===== src/rtl/prewish_mentor_if.sv =====
// Student-port bus between a prewish mentor (master) and its blinky students (slave).
// With MENTOR_ACK_EN defined the bus also carries the ACK_I return handshake.
interface prewish_mentor_if;
    logic       STB_O;
    logic [7:0] DAT_O;
`ifdef MENTOR_ACK_EN
    logic       ACK_I;

    modport master (output STB_O, output DAT_O, input  ACK_I);
    modport slave  (input  STB_O, input  DAT_O, output ACK_I);
`else
    modport master (output STB_O, output DAT_O);
    modport slave  (input  STB_O, input  DAT_O);
`endif
endinterface


===== src/rtl/prewish_mentor.sv =====
// prewish_mentor: steps a small writable mask table into prewish students over STB_O/DAT_O.
// Optional MENTOR_ACK_EN: strobe ends on ACK_I or after ACK_TIMEOUT clocks (sticky err_o).
module prewish_mentor #(
    parameter int unsigned IDX_BITS    = 2,
    parameter int unsigned STB_CYCLES  = 1,
    parameter int unsigned HOLD_CYCLES = 24000000,
    parameter int unsigned ACK_TIMEOUT = 16
) (
    input  logic                CLK_I,
    input  logic                RST_I,
    input  logic                start_i,
    input  logic                stop_i,
    input  logic [IDX_BITS-1:0] last_i,
    input  logic                tbl_we_i,
    input  logic [IDX_BITS-1:0] tbl_addr_i,
    input  logic [7:0]          tbl_dat_i,
    prewish_mentor_if.master    bus,
    output logic                busy_o,
`ifdef MENTOR_ACK_EN
    output logic                err_o,
`endif
    output logic                wrap_o
);

`ifdef MENTOR_ACK_EN
    localparam bit ACK_EN = 1'b1;
`else
    localparam bit ACK_EN = 1'b0;
`endif

    localparam int unsigned DEPTH     = 1 << IDX_BITS;
    localparam int unsigned STB_LIM   = ACK_EN ? ACK_TIMEOUT : STB_CYCLES;
    localparam int unsigned SW        = (STB_LIM > 1) ? $clog2(STB_LIM) : 1;
    localparam int unsigned HW        = (HOLD_CYCLES > 1) ? $clog2(HOLD_CYCLES) : 1;
    localparam logic [SW-1:0] STB_LAST  = SW'(STB_LIM - 1);
    localparam logic [HW-1:0] HOLD_LOAD = HW'(HOLD_CYCLES - 1);

    typedef enum logic [1:0] {IDLE, STROBE, HOLD} state_t;

    state_t              state_q, state_d;
    logic [IDX_BITS-1:0] idx_q, idx_d;
    logic [HW-1:0]       hold_q, hold_d;
    logic [SW-1:0]       stb_cnt_q, stb_cnt_d;
    logic                stb_q, stb_d;
    logic [7:0]          dat_q, dat_d;
    logic                busy_q, busy_d;
    logic                wrap_q, wrap_d;
    logic [7:0]          tbl_q [DEPTH];
    logic [7:0]          tbl_d [DEPTH];
    logic                strobe_done;
`ifdef MENTOR_ACK_EN
    logic                err_q, err_d;
    logic                timeout;
`endif

    function automatic logic [7:0] tbl_default(int unsigned i);
        case (i)
            0:       return 8'hAA;
            1:       return 8'hF0;
            2:       return 8'hCC;
            3:       return 8'h81;
            default: return 8'h00;
        endcase
    endfunction

`ifdef MENTOR_ACK_EN
    assign timeout     = !bus.ACK_I && (stb_cnt_q == STB_LAST);
    assign strobe_done = bus.ACK_I || (stb_cnt_q == STB_LAST);
`else
    assign strobe_done = (stb_cnt_q == STB_LAST);
`endif

    always_comb begin
        state_d   = state_q;
        idx_d     = idx_q;
        hold_d    = hold_q;
        stb_cnt_d = stb_cnt_q;
        stb_d     = stb_q;
        dat_d     = dat_q;
        wrap_d    = 1'b0;
        tbl_d     = tbl_q;
`ifdef MENTOR_ACK_EN
        err_d     = err_q;
`endif
        if (tbl_we_i) begin
            tbl_d[tbl_addr_i] = tbl_dat_i;
        end

        // DAT_O samples the pre-write table so a same-edge write lands on the next pass
        if (stop_i) begin
            state_d   = IDLE;
            stb_d     = 1'b0;
            idx_d     = '0;
            hold_d    = '0;
            stb_cnt_d = '0;
        end else begin
            case (state_q)
                IDLE: begin
                    if (start_i) begin
                        state_d   = STROBE;
                        stb_d     = 1'b1;
                        idx_d     = '0;
                        dat_d     = tbl_q[0];
                        stb_cnt_d = '0;
`ifdef MENTOR_ACK_EN
                        err_d     = 1'b0;
`endif
                    end
                end
                STROBE: begin
                    if (strobe_done) begin
                        state_d   = HOLD;
                        stb_d     = 1'b0;
                        hold_d    = HOLD_LOAD;
                        stb_cnt_d = '0;
`ifdef MENTOR_ACK_EN
                        if (timeout) begin
                            err_d = 1'b1;
                        end
`endif
                    end else begin
                        stb_cnt_d = stb_cnt_q + SW'(1);
                    end
                end
                HOLD: begin
                    if (hold_q == '0) begin
                        state_d   = STROBE;
                        stb_d     = 1'b1;
                        stb_cnt_d = '0;
                        if (idx_q >= last_i) begin
                            idx_d  = '0;
                            wrap_d = 1'b1;
                        end else begin
                            idx_d  = idx_q + IDX_BITS'(1);
                        end
                        dat_d = tbl_q[idx_d];
                    end else begin
                        hold_d = hold_q - HW'(1);
                    end
                end
                default: begin
                    state_d = IDLE;
                    stb_d   = 1'b0;
                end
            endcase
        end
        busy_d = (state_d != IDLE);
    end

    always_ff @(posedge CLK_I or negedge RST_I) begin
        if (!RST_I) begin
            state_q   <= IDLE;
            idx_q     <= '0;
            hold_q    <= '0;
            stb_cnt_q <= '0;
            stb_q     <= 1'b0;
            dat_q     <= 8'h00;
            busy_q    <= 1'b0;
            wrap_q    <= 1'b0;
`ifdef MENTOR_ACK_EN
            err_q     <= 1'b0;
`endif
            for (int i = 0; i < DEPTH; i++) begin
                tbl_q[i] <= tbl_default(i);
            end
        end else begin
            state_q   <= state_d;
            idx_q     <= idx_d;
            hold_q    <= hold_d;
            stb_cnt_q <= stb_cnt_d;
            stb_q     <= stb_d;
            dat_q     <= dat_d;
            busy_q    <= busy_d;
            wrap_q    <= wrap_d;
`ifdef MENTOR_ACK_EN
            err_q     <= err_d;
`endif
            tbl_q     <= tbl_d;
        end
    end

    assign bus.STB_O = stb_q;
    assign bus.DAT_O = dat_q;
    assign busy_o    = busy_q;
    assign wrap_o    = wrap_q;
`ifdef MENTOR_ACK_EN
    assign err_o     = err_q;
`endif

endmodule


===== src/flat_wrapper.sv =====
// flat-port wrapper written by rule: the top's interface ports become plain ports
module prewish_mentor_flat 
#(
    parameter int unsigned IDX_BITS    = 2,
    parameter int unsigned STB_CYCLES  = 1,
    parameter int unsigned HOLD_CYCLES = 24000000,
    parameter int unsigned ACK_TIMEOUT = 16
)
  (CLK_I, RST_I, start_i, stop_i, last_i, tbl_we_i, tbl_addr_i, tbl_dat_i, busy_o, wrap_o, bus_STB_O, bus_DAT_O);
  prewish_mentor_if bus_i ();
  input  logic CLK_I;
  input  logic RST_I;
  input  logic start_i;
  input  logic stop_i;
  input  logic [IDX_BITS-1:0] last_i;
  input  logic tbl_we_i;
  input  logic [IDX_BITS-1:0] tbl_addr_i;
  input  logic [7:0] tbl_dat_i;
  output logic busy_o;
  output logic wrap_o;
  output wire logic [$bits(bus_i.STB_O)-1:0] bus_STB_O;
  output wire logic [$bits(bus_i.DAT_O)-1:0] bus_DAT_O;
  assign bus_STB_O = bus_i.STB_O;
  assign bus_DAT_O = bus_i.DAT_O;
  prewish_mentor #(.IDX_BITS(IDX_BITS), .STB_CYCLES(STB_CYCLES), .HOLD_CYCLES(HOLD_CYCLES), .ACK_TIMEOUT(ACK_TIMEOUT)) u_core (.CLK_I(CLK_I), .RST_I(RST_I), .start_i(start_i), .stop_i(stop_i), .last_i(last_i), .tbl_we_i(tbl_we_i), .tbl_addr_i(tbl_addr_i), .tbl_dat_i(tbl_dat_i), .bus(bus_i), .busy_o(busy_o), .wrap_o(wrap_o));
endmodule

===== config.mk =====
export PLATFORM = sky130hd
export DESIGN_NAME = prewish_mentor_flat
export DESIGN_NICKNAME = d
export VERILOG_FILES = /design/src/rtl/prewish_mentor_if.sv /design/src/rtl/prewish_mentor.sv /design/src/flat_wrapper.sv
export SDC_FILE = /design/constraint.sdc
export NUM_CORES = 1
export LEC_CHECK = 0
export ABC_AREA = 1
export CORE_MARGIN = 2
export CORE_UTILIZATION = 63
export CTS_CLUSTER_DIAMETER = 80
export DETAILED_ROUTE_END_ITERATION = 16
export PLACE_DENSITY = 0.85
export SKIP_CTS_REPAIR_TIMING = 1
export SLEW_MARGIN = 20
export SYNTH_ARGS = -nofsm -noshare
export SYNTH_HDL_FRONTEND = slang
export SYNTH_SLANG_ARGS = --single-unit
export TNS_END_PERCENT = 30

===== constraint.sdc =====
create_clock -name CLK_I -period 2.9 [get_ports CLK_I]
set_input_delay 0.58 -clock CLK_I [delete_from_list [all_inputs] [get_ports CLK_I]]
set_output_delay 0.58 -clock CLK_I [all_outputs]
set_load 0.005 [all_outputs]

==> results of run 1 <==
placed cells by master, fill, tap and decap left out, drive strengths merged:
| cell | instances |
|---|---|
| nand2 | 190 |
| ha | 4 |
| dfstp | 14 |
| nor3 | 2 |
| o21ai | 48 |
| o211ai | 4 |
| or2 | 3 |
| nor2 | 73 |
| bufinv | 2 |
| clkdlybuf4s50 | 26 |
| dfrtp | 58 |
| a21oi | 9 |
| nand4 | 14 |
| inv | 45 |
| clkbuf | 10 |
| xnor2 | 2 |
| nand3 | 49 |
| xor2 | 3 |
| clkinv | 4 |
| nand3b | 1 |
| buf | 5 |
worst register-to-register path: stages, from the launching register on:
cell	delay [ns]
dfrtp_1	0.63
ha_1	0.32
o21ai_1	0.15
nand3_1	0.49
inv_1	0.42
nand3_1	0.14
nand3_1	0.12
nand2_1	0.06
nand2_1	0.05
synth_stat cells, drive strengths merged:
library cell	number
buf	8
dfrtp	58
xor2	3
nand4	14
ha	4
nand3	49
nand2	190
o21ai	48
xnor2	2
o211ai	4
a21oi	9
or2	3
inv	44
nor3	2
clkinv	1
nor2	73
nand3b	1
clkbuf	5
dfstp	14
path summary, 6_finish.rpt:
kind / from / cells past startpoint / end
min in group CLK_I: u_core.bus.STB_O$_DFFE_PN0P_ / 2 / u_core.bus.STB_O$_DFFE_PN0P_
min reg2reg: u_core.bus.STB_O$_DFFE_PN0P_ / 2 / u_core.bus.STB_O$_DFFE_PN0P_
max: last_i[0] / 9 / u_core.bus.DAT_O[3]$_DFFE_PN0P_
max in group asynchronous: RST_I / 2 / u_core.tbl_q[21]$_DFFE_PN1P_
max reg2reg: u_core.idx_q[1]$_DFFE_PN0P_ / 8 / u_core.bus.DAT_O[3]$_DFFE_PN0P_
min: RST_I / 1 / u_core.hold_q[21]$_DFFE_PN0P_
metal layers:
| layer | up-vias | routed length, um | global-route usage (%) | share of wire [%] |
|---|---|---|---|---|
| met3 | 20 | 534 | 4.08 | 5.7 |
| met5 | - | 0 | 0 | 0 |
| met4 | 0 | 161 | 11.2 | 1.7 |
| met2 | 142 | 4310 | 44.7 | 46 |
| li1 | 1764 | - | - | - |
| met1 | 1722 | 4330 | 40.3 | 46 |
logic make-up after synthesis:
family / count (synthesis) / share of synthesized area (%)
compound gates: 61 / 8.51
simple gates: 332 / 37.0
buf+inv: 58 / 6.30
xor+xnor: 5 / 1.10
fa+ha+maj: 4 / 1.26
flops: 72 / 45.8
cell type report:
cell class	instances	area, um2
Multi-Input combinational cell	402	1900
Clock buffer	10	138
Timing Repair Buffer	31	308
Tap cell	75	93.8
Clock inverter	6	91.3
Sequential cell	72	1820
Inverter	45	170
Fill cell	431	1470
flip-flops by register name, summed over array words and instances (netlist names):
name and flops:
u_core.bus.STB_O 1, u_core.tbl_q 32, u_core.idx_q 2, u_core.busy_o 1, u_core.wrap_o 1, u_core.bus.DAT_O 8, u_core.state_q 2, u_core.hold_q 25
through the flow:
step | setup slack [ns] | power (mW) | hold slack [ns] | utilization [%] | instances
finish | 0.399 | 3.91 | 0.295 | 75.5 | 641
global route | 0.248 | 4.19 | 0.370 | 75.5 | 641
CTS | 0.470 | 3.90 | 0.322 | 75.5 | 641
detailed placement | 0.113 | 2.97 | 0.473 | 71.7 | 625
global placement | 0.253 | 2.91 | 0.457 | 71.7 | 625
floorplan | 1.01 | 2.51 | 0.284 | - | 532
power by group:
| group | internal (mW) | leakage [nW] | switching (mW) |
|---|---|---|---|
| clock | 0.512 | 0.117 | 0.404 |
| combinational | 0.559 | 1.17 | 0.974 |
| sequential | 1.26 | 0.902 | 0.207 |
==> summary.md, run 1 <==
| Metric | Value |
|---|---|
| Slowest stage delay, CP | `slightly below 0.5 ns` |
| Maximum clock rate | `about 0.40 GHz` |
| Total wire length | `roughly 9.3 mm` |
| CTS tree | `done` |
| GRT Total Usage | `28.5%` |
| CP arrival | `approximately 2.8 ns` |
| R2r setup slk | `0.47 ns` |
| First-pass DRT Iterations | `5` |
| Initial Util | `66.3%` |
| P&R area growth vs syn | `13.9%` |
| Iter 0 DRT Violations | `~320` |
| Nets | `just under 600` |
| Setup TNS | `0 ns` |
| Ys Warns | `0` |
| Synth top area share | `36.5%` |
| Delay-heaviest family, CP | `simple AND/OR/NAND/NOR gates` |
| Die width | `between 80 and 90 um` |
| Diodes inserted | `0` |
| Cells after Synth | `532` |
| Via count | `around 3600` |
| Initial antenna violation count | `0` |
| Worst IR Drop VDD | `0.000444 V` |
| Max-slew violations | `0` |
| Mapped Area | `a little under 4000 um2` |
| Cell Area, Placed | `around 4300 um2` |
| RSZ-0062 raised after global routing | `false` |
| CP Launch Type | `primary input` |
| Final hold violations | `0` |
| Mapped Avg Cell Area | `roughly 7.5 um2` |
| Buf/Inv on CP | `2` |
| Total nets after synthesis | `553` |
| Crit share post-route | `86.2%` |
| Pin count of the biggest net entering global routing | `40` |
| Worst-Margin Slew | `slightly below 0.8 ns` |
| ANT nets after route | `0` |
| WS Path Type | `primary input to flip-flop` |
| DIE HEIGHT | `83.4 um` |
| Io pins | `28` |
| CTS H-tree lvls | `3` |
| Setup Viol. Count Final | `0` |
| First-pass GRT wire length | `approximately 16 mm` |
| Clock Tree Root | `clkbuf_8` |
| Cell Chain, Critical Path | `clkdlybuf4s50_1 > ha_1 > o21ai_1 > nand3_1 > inv_1 > nand3_1 > nand3_1 > nand2_1 > nand2_1` |
| Cell taking the most area after synthesis | `dfrtp_1` |
| Seq/Total Area, Yosys | `between 40% and 50%` |
| Slew HR | `between 40 and 50%` |
| Clock skew | `roughly 0.011 ns` |
| Global route overflow | `0` |
| HP Class | `primary input to asynchronous set/reset pin` |
| Vias in the first global route | `3452` |
| Leading post-synthesis cells by cell area | `dfrtp_1, nand2_1, dfstp_2, nand3_1, o21ai_0` |
| Clock sinks | `72` |
| Fraction of layout cells with a size suffix above 1 | `10.8%` |
| IO Port Bufs | `27` |
| Max-cap violations | `0` |
| Routed length per instance | `roughly 15 um` |
| Design Area, Final | `4520 um2` |
| Unique masters post-synth | `34` |
| Crit path time final | `roughly 2.5 ns` |
| # rows | `28` |
| Power per cell area | `865 nW/um2` |
| Dpl hpwl | `6.39 mm` |
| Die area | `roughly 7000 um2` |
| Yosys reg bits | `72` |
| Critical path data required time | `3.20 ns` |
| Leak | `about 2.2 nW` |
| Clock Pin Slew Worst Setup and Hold Paths | `roughly 0.080 ns` |
| Clk buf depth | `2` |
| Status | `completed` |
| CORE AREA | `~6000 um2` |
| CTS buffer count | `9` |
| Crit path capture type | `flip-flop` |
| Gpl congestion | `0.890` |
| Slowest CP cell | `nand3_1` |
| CP dominant cell by count | `nand3_1` |
| DRC Markers | `0` |
| Worst skew pair latency | `between 0.3 and 0.4 ns` |
| Max FO, Critical Path | `17` |
| Vias/cell | `roughly 5.7` |
Power figures use the tool's default switching activity.
==> inputs of run 2 (changes only) <==
Clock period 2.9 ns to 3.01 ns, I/O delays scaled along.
==> run 2 against run 1 <==
Compared with the run above:
- clock skew about the same
- non-clock buffer count increased by 2
- register-to-register slack better by 0.48 ns
- flip-flop and latch count unchanged
- cell area rose by 0.39%
- combinational power down 5%
- clock power rose by 3.5%
- setup slack better by 0.53 ns
- critical path depth up 1
- core utilization rose by 0.29 points
- critical endpoint is now u_core.bus.DAT_O[7]$_DFFE_PN0P_
- largest cell class unchanged
==> summary.md, run 2 (same netlist as run 1, synthesis figures left out) <==
| Metric | Value |
|---|---|
| Dpl hpwl | `6.23 mm (was 6.39 mm)` |
| Crit path time final | `2.08 ns` |
| Most common cell after layout, fill and taps aside | `nand2_1 (unchanged)` |
| Slowest CP cell | `clkdlybuf4s50_1 (was nand3_1)` |
| Finished Core Util | `75.8% (was 75.5%)` |
| Final hold violations | `0 (unchanged)` |
| Clock sinks | `72 (unchanged)` |
| Met1 usage | `39.1% (was 40.3%)` |
| Initial antenna violation count | `0 (unchanged)` |
| First-pass DRT Iterations | `4 (was 5)` |
| Die area | `6950 um2 (unchanged)` |
| Buf/Inv on CP | `3 (was 2)` |
| Leak | `2.20 nW (was 2.19 nW)` |
| Clk buf depth | `2 (unchanged)` |
| Met3 Resource Use GR | `4.47% (was 4.08%)` |
| Delay-heaviest family, CP | `buffers and inverters (was simple AND/OR/NAND/NOR gates)` |
| GRT met2 Usage | `43.3% (was 44.7%)` |
| Most frequent cells in the layout | `nand2_1, nor2_1, dfrtp_1, nand3_1, o21ai_0 (unchanged)` |
| CP Launch Type | `primary input (unchanged)` |
| RSZ-0062 raised after global routing | `false (unchanged)` |
| Diodes inserted | `0 (unchanged)` |
| Gpl congestion | `0.936 (was 0.890)` |
| ANT nets after route | `0 (unchanged)` |
| Maximum clock rate | `0.481 GHz` |
| HP Class | `primary input to asynchronous set/reset pin (unchanged)` |
| Slew HR | `60.8% (was 47.8%)` |
| Max-cap violations | `0 (unchanged)` |
| Io pins | `28 (unchanged)` |
| Crit share post-route | `between 60 and 70%` |
| Status | `completed (unchanged)` |
| Critical R2R Launch | `u_core.hold_q[0]$_DFFE_PN0P_ (was u_core.idx_q[1]$_DFFE_PN0P_)` |
| First-pass GRT wire length | `15.6 mm (was 16.1 mm)` |
| Iter 0 DRT Violations | `302 (was 317)` |
| Setup Viol. Count Final | `0 (unchanged)` |
| Setup TNS | `0 ns (unchanged)` |
| Most Crowded Layer GR | `met2 (unchanged)` |
| Cells after DPL | `627 (was 625)` |
| Vias/cell | `5.58 (was 5.69)` |
| Max FO, Critical Path | `17 (unchanged)` |
| Via count | `3588 (was 3648)` |
| DIE HEIGHT | `83.4 um (unchanged)` |
| DRC Markers | `0 (unchanged)` |
| Vias in the first global route | `3365 (was 3452)` |
| GRT Total Usage | `27.7% (was 28.5%)` |
| WS Path Type | `primary input to flip-flop (unchanged)` |
| CORE AREA | `5990 um2 (unchanged)` |
| # rows | `28 (unchanged)` |
| IO Port Bufs | `27 (unchanged)` |
| Total wire length | `8.92 mm (was 9.33 mm)` |
| CP arrival | `2.39 ns (was 2.80 ns)` |
| Largest register FFs | `32 (unchanged)` |
| Max-slew violations | `0 (unchanged)` |
| Largest Register | `u_core.tbl_q (unchanged)` |
| Critical path data required time | `3.32 ns (was 3.20 ns)` |
| Clock Pin Slew Worst Setup and Hold Paths | `0.09 ns (was 0.08 ns)` |
| CTS buffer count | `9 (unchanged)` |
| Fill cells | `447 (was 431)` |
| Worst Setup SP | `last_i[0] (unchanged)` |
| Power per cell area | `840 nW/um2 (was 865 nW/um2)` |
| Worst skew pair latency | `0.36 ns (was 0.35 ns)` |
| CP dominant cell by count | `nand3_1 (unchanged)` |
| Slowest stage delay, CP | `0.41 ns (was 0.49 ns)` |
| P&R area growth vs syn | `14.3% (was 13.9%)` |
| Clock skew | `0.0106 ns (was 0.0110 ns)` |
| Worst IR Drop VDD | `0.000438 V (was 0.000444 V)` |
| CTS H-tree lvls | `3 (unchanged)` |
| Non-filler cells in the finished layout | `643 (was 641)` |
| Clock Tree Root | `clkbuf_8 (unchanged)` |
| CTS tree | `done (unchanged)` |
| Nets | `584 (was 582)` |
| Worst-Margin Slew | `0.587 ns (was 0.783 ns)` |
| Fraction of layout cells with a size suffix above 1 | `10.9% (was 10.8%)` |
| Crit path capture type | `flip-flop (unchanged)` |
| Initial Util | `66.3% (unchanged)` |
| Global route overflow | `0 (unchanged)` |
| Cell Chain, Critical Path | `clkdlybuf4s50_1 > ha_1 > o21ai_1 > nand3_1 > buf_4 > inv_1 > nand3_1 > nand3_1 > nand2_1 > nand2_1 (was clkdlybuf4s50_1 > ha_1 > o21ai_1 > nand3_1 > inv_1 > nand3_1 > nand3_1 > nand2_1 > nand2_1)` |
| Die width | `83.4 um (unchanged)` |
| Pin count of the biggest net entering global routing | `30 (was 40)` |
| Routed length per instance | `13.9 um (was 14.6 um)` |
-- run 2: changes by cell type in the layout (fill, tap and decap cells not counted) --
| cell | delta |
|---|---|
| clkbuf_1 | +1 |
| bufinv_16 | +1 |
| clkinv_2 | -1 |
| buf_12 | -1 |
| clkbuf_8 | -1 |
| buf_4 | +3 |
-- run 2: worst paths after layout --
| kind | to | slack (ns) | cells past startpoint |
|---|---|---|---|
| worst max-delay path | u_core.bus.DAT_O[7]$_DFFE_PN0P_ | 0.93 | 10 |
| worst min-delay path | u_core.hold_q[11]$_DFFE_PN0P_ | 0.20 | 1 |
| worst max register to register | u_core.hold_q[6]$_DFFE_PN0P_ | 0.95 | 9 |
| worst min register to register | u_core.bus.DAT_O[4]$_DFFE_PN0P_ | 0.48 | 2 |
| max in group asynchronous | u_core.tbl_q[23]$_DFFE_PN1P_ | 2.02 | 2 |
| min in group CLK_I | u_core.bus.DAT_O[4]$_DFFE_PN0P_ | 0.48 | 2 |
-- run 2: per-stage QoR --
step | area [um2] | total power [mW] | setup WS, ns | hold WS (ns)
2_1_floorplan | 3970 | 2.42 | 1.10 | 0.306
3_3_place_gp | 4300 | 2.81 | 0.627 | 0.457
3_5_place_dp | 4300 | 2.85 | 0.548 | 0.464
4_1_cts | 4540 | 3.80 | 0.925 | 0.218
5_1_grt | 4540 | 4.08 | 0.718 | 0.243
6_report | 4540 | 3.81 | 0.931 | 0.204
-- run 2: routing by layer --
layer	part of all wire [%]	vias to the layer above
met5	0	-
met4	1.5	0
met3	5.0	12
met2	46	117
met1	47	1689
li1	-	1770
-- run 2: area by class of cell --
class | instances | area, um2 | share of cell area, %
multi-input cells | 402 | 1900 | 41.9
flip-flops and latches | 72 | 1820 | 40.1
repair buffers | 33 | 310 | 6.84
well taps | 75 | 93.8 | 2.07
inverters | 45 | 170 | 3.75
clock buffers | 10 | 128 | 2.81
clock inverters | 6 | 116 | 2.56
-- run 2: power by group --
part | switching (mW) | internal [mW] | leakage (nW)
Clock | 0.392 | 0.557 | 0.121
Sequential | 0.194 | 1.21 | 0.902
Combinational | 0.921 | 0.540 | 1.18
Total | 1.51 | 2.31 | 2.20
-- run 2: worst reg2reg max path: cells and delay by family (launching register included) --
kind	cells	cell delay (ns)
DFF	1	0.43
and+or+nand+nor	4	0.72
adders and majority gates	1	0.28
AOI/OAI and AO/OA	2	0.25
buffers and inverters	2	0.28
==> inputs of run 3 (changes only) <==
Settings changed: CORE_UTILIZATION 63 to 53, PLACE_DENSITY 0.85 to 0.76.
Clock period 3.01 ns to 1.7 ns, I/O delays scaled along.
==> run 3 against run 2 <==
Compared with the run above:
- the run now ends with negative hold slack, negative setup slack left
- critical path type unchanged
- critical path depth is the same
- largest cell class unchanged
- routed wire length grew 9.2%
- cell count increased by 9.2%
- cell area rose by 8.8%
- combinational power increased by 110%
==> summary.md, run 3 (same netlist as run 1, synthesis figures left out) <==
| Metric | Value |
|---|---|
| Clock sinks | `72 (unchanged)` |
| IO Port Bufs | `27 (unchanged)` |
| Final hold violations | `15 (was 0)` |
| Critical path data required time | `2.00 ns (was 3.32 ns)` |
| Diodes inserted | `0 (unchanged)` |
| Sw power | `2.85 mW (was 1.51 mW)` |
| Fill cells | `617 (was 447)` |
| Dpl hpwl | `6.68 mm (was 6.23 mm)` |
| Power per cell area | `1410 nW/um2 (was 840 nW/um2)` |
| Worst skew pair latency | `0.36 ns (about the same)` |
| Crit path capture type | `flip-flop (unchanged)` |
| Clock skew | `0.0101 ns (was 0.0106 ns)` |
| Largest register FFs | `32 (unchanged)` |
| GRT Total Usage | `24.7% (was 27.7%)` |
| Failing checks | `negative hold slack, negative setup slack` |
| RSZ-0062 raised after global routing | `true (was false)` |
| Worst-Margin Slew | `0.414 ns (was 0.587 ns)` |
| Setup Viol. Count Final | `7 (was 0)` |
| ANT nets after route | `0 (unchanged)` |
| Most frequent cells in the layout | `nand2_1, dfrtp_1, nor2_1, nand3_1, o21ai_0 (was nand2_1, nor2_1, dfrtp_1, nand3_1, o21ai_0)` |
| P&R area growth vs syn | `24.4% (was 14.3%)` |
| Max-slew violations | `0 (unchanged)` |
| # rows | `31 (was 28)` |
| Initial Util | `54.8% (was 66.3%)` |
| Worst IR Drop VDD | `0.000601 V (was 0.000438 V)` |
| Design Area, Final | `4940 um2 (was 4540 um2)` |
| Crit path time final | `1.74 ns` |
| Cell Area, Placed | `4620 um2 (was 4300 um2)` |
| Clock Pin Slew Worst Setup and Hold Paths | `0.09 ns (about the same)` |
| Global route overflow | `0 (unchanged)` |
| DRC Markers | `0 (unchanged)` |
| Hold Slack | `-0.0491 ns (was 0.204 ns)` |
| Combinational Power Share | `43.8% (was 38.3%)` |
| CTS H-tree lvls | `3 (unchanged)` |
| Leak | `2.38 nW (was 2.20 nW)` |
| Total wire length | `9.74 mm (was 8.92 mm)` |
| Via count | `3755 (was 3588)` |
| Clk buf depth | `2 (unchanged)` |
| Die area | `8200 um2 (was 6950 um2)` |
| Gpl congestion | `0.865 (was 0.936)` |
| Fraction of layout cells with a size suffix above 1 | `19.4% (was 10.9%)` |
| Slew HR | `72.4% (was 60.8%)` |
| Routed length per instance | `13.9 um (about the same)` |
| CP Launch Type | `primary input (unchanged)` |
| Vias in the first global route | `3600 (was 3365)` |
| Status | `finished with violations (was completed)` |
| CP arrival | `2.05 ns (was 2.39 ns)` |
| Max FO, Critical Path | `4 (was 17)` |
| Multi-input gate area | `1990 um2 (was 1900 um2)` |
| Flop pwr share | `35.8% (was 36.8%)` |
| Die width | `90.6 um (was 83.4 um)` |
| Pre-CTS setup slack | `-0.459 ns (was 0.548 ns)` |
| HP Class | `primary input to asynchronous set/reset pin (unchanged)` |
| Maximum clock rate | `roughly 0.57 GHz` |
| Crit share post-route | `103%` |
| Max-cap violations | `0 (unchanged)` |
| Pint | `4.10 mW (was 2.31 mW)` |
| First-pass GRT wire length | `16.4 mm (was 15.6 mm)` |
| Finished Core Util | `68.1% (was 75.8%)` |
| CORE AREA | `7250 um2 (was 5990 um2)` |
| DIE HEIGHT | `90.6 um (was 83.4 um)` |
| Clock Tree Root | `clkbuf_8 (unchanged)` |
| FF+latch area | `1820 um2 (unchanged)` |
| Power share of the clock group | `20.4% (was 24.9%)` |
| WS Path Type | `primary input to flip-flop (unchanged)` |
| Switching part of the total | `41.0% (was 39.5%)` |
| Vias/cell | `5.35 (was 5.58)` |
| Pin count of the biggest net entering global routing | `73 (was 30)` |
| Nets | `619 (was 584)` |
| First-pass DRT Iterations | `5 (was 4)` |
| Io pins | `28 (unchanged)` |
| PnR worst setup slack | `-0.0435 ns (was 0.931 ns)` |
| Initial antenna violation count | `0 (unchanged)` |
| CTS buffer count | `9 (unchanged)` |
| Largest Register | `u_core.tbl_q (unchanged)` |
| Iter 0 DRT Violations | `277 (was 302)` |
| CTS tree | `done (unchanged)` |
| Most common cell after layout, fill and taps aside | `nand2_1 (unchanged)` |
-- run 3: critical path: stages --
cell	delay, ns
clkdlybuf4s50_1	0.51
ha_4	0.22
o21ai_4	0.19
o211ai_1	0.13
nor2_2	0.25
buf_6	0.15
nor2_1	0.03
nor2_1	0.10
nand2_1	0.06
nand2_1	0.05
-- run 3: routing by layer --
layer / share of wire (%) / GRT usage, %
met5: 0 / 0
met4: 1.2 / 7.82
met2: 46 / 37.7
met1: 47 / 34.8
met3: 5.7 / 5.93
-- run 3: layout make-up --
type                            count  share of cell area [%]
Timing Repair Buffer               68                    12.8
Clock inverter                      7                    1.57
Inverter                           45                    3.44
Multi-Input combinational cell    402                    40.3
Sequential cell                    72                    36.8
Tap cell                           99                    2.51
Clock buffer                        9                    2.51
-- run 3: final timing paths --
path	from	end	slack, ns	cells past startpoint
max in group asynchronous	RST_I	u_core.tbl_q[29]$_DFFE_PN1P_	1.35	2
worst max-delay path	last_i[0]	u_core.bus.DAT_O[4]$_DFFE_PN0P_	-0.04	10
worst max register to register	u_core.idx_q[0]$_DFFE_PN0P_	u_core.bus.DAT_O[4]$_DFFE_PN0P_	-0.01	10
min in group CLK_I	u_core.tbl_q[29]$_DFFE_PN1P_	u_core.tbl_q[29]$_DFFE_PN1P_	0.49	2
worst min register to register	u_core.tbl_q[29]$_DFFE_PN1P_	u_core.tbl_q[29]$_DFFE_PN1P_	0.49	2
worst min-delay path	RST_I	u_core.hold_q[21]$_DFFE_PN0P_	-0.05	2
-- run 3: stage by stage --
step	setup TNS, ns	hold WS [ns]	total power [mW]	instances
after floorplan	0	0.0444	4.29	532
after global routing	-0.676	0.00267	7.45	702
after detailed placement	-4.13	0.393	5.36	684
after CTS	-0.786	0.00907	6.78	700
final	-0.206	-0.0491	6.96	702
after global placement	-3.24	0.392	5.28	684
-- run 3: power groups by stage --
| stage | sequential, mW | combinational, mW | clock, mW |
|---|---|---|---|
| final | 2.49 | 3.05 | 1.42 |
| after global routing | 2.54 | 3.38 | 1.52 |
| after CTS | 2.47 | 2.88 | 1.43 |
| after detailed placement | 2.49 | 2.87 | 0 |
| after global placement | 2.49 | 2.79 | 0 |
| after floorplan | 2.44 | 1.86 | 0 |
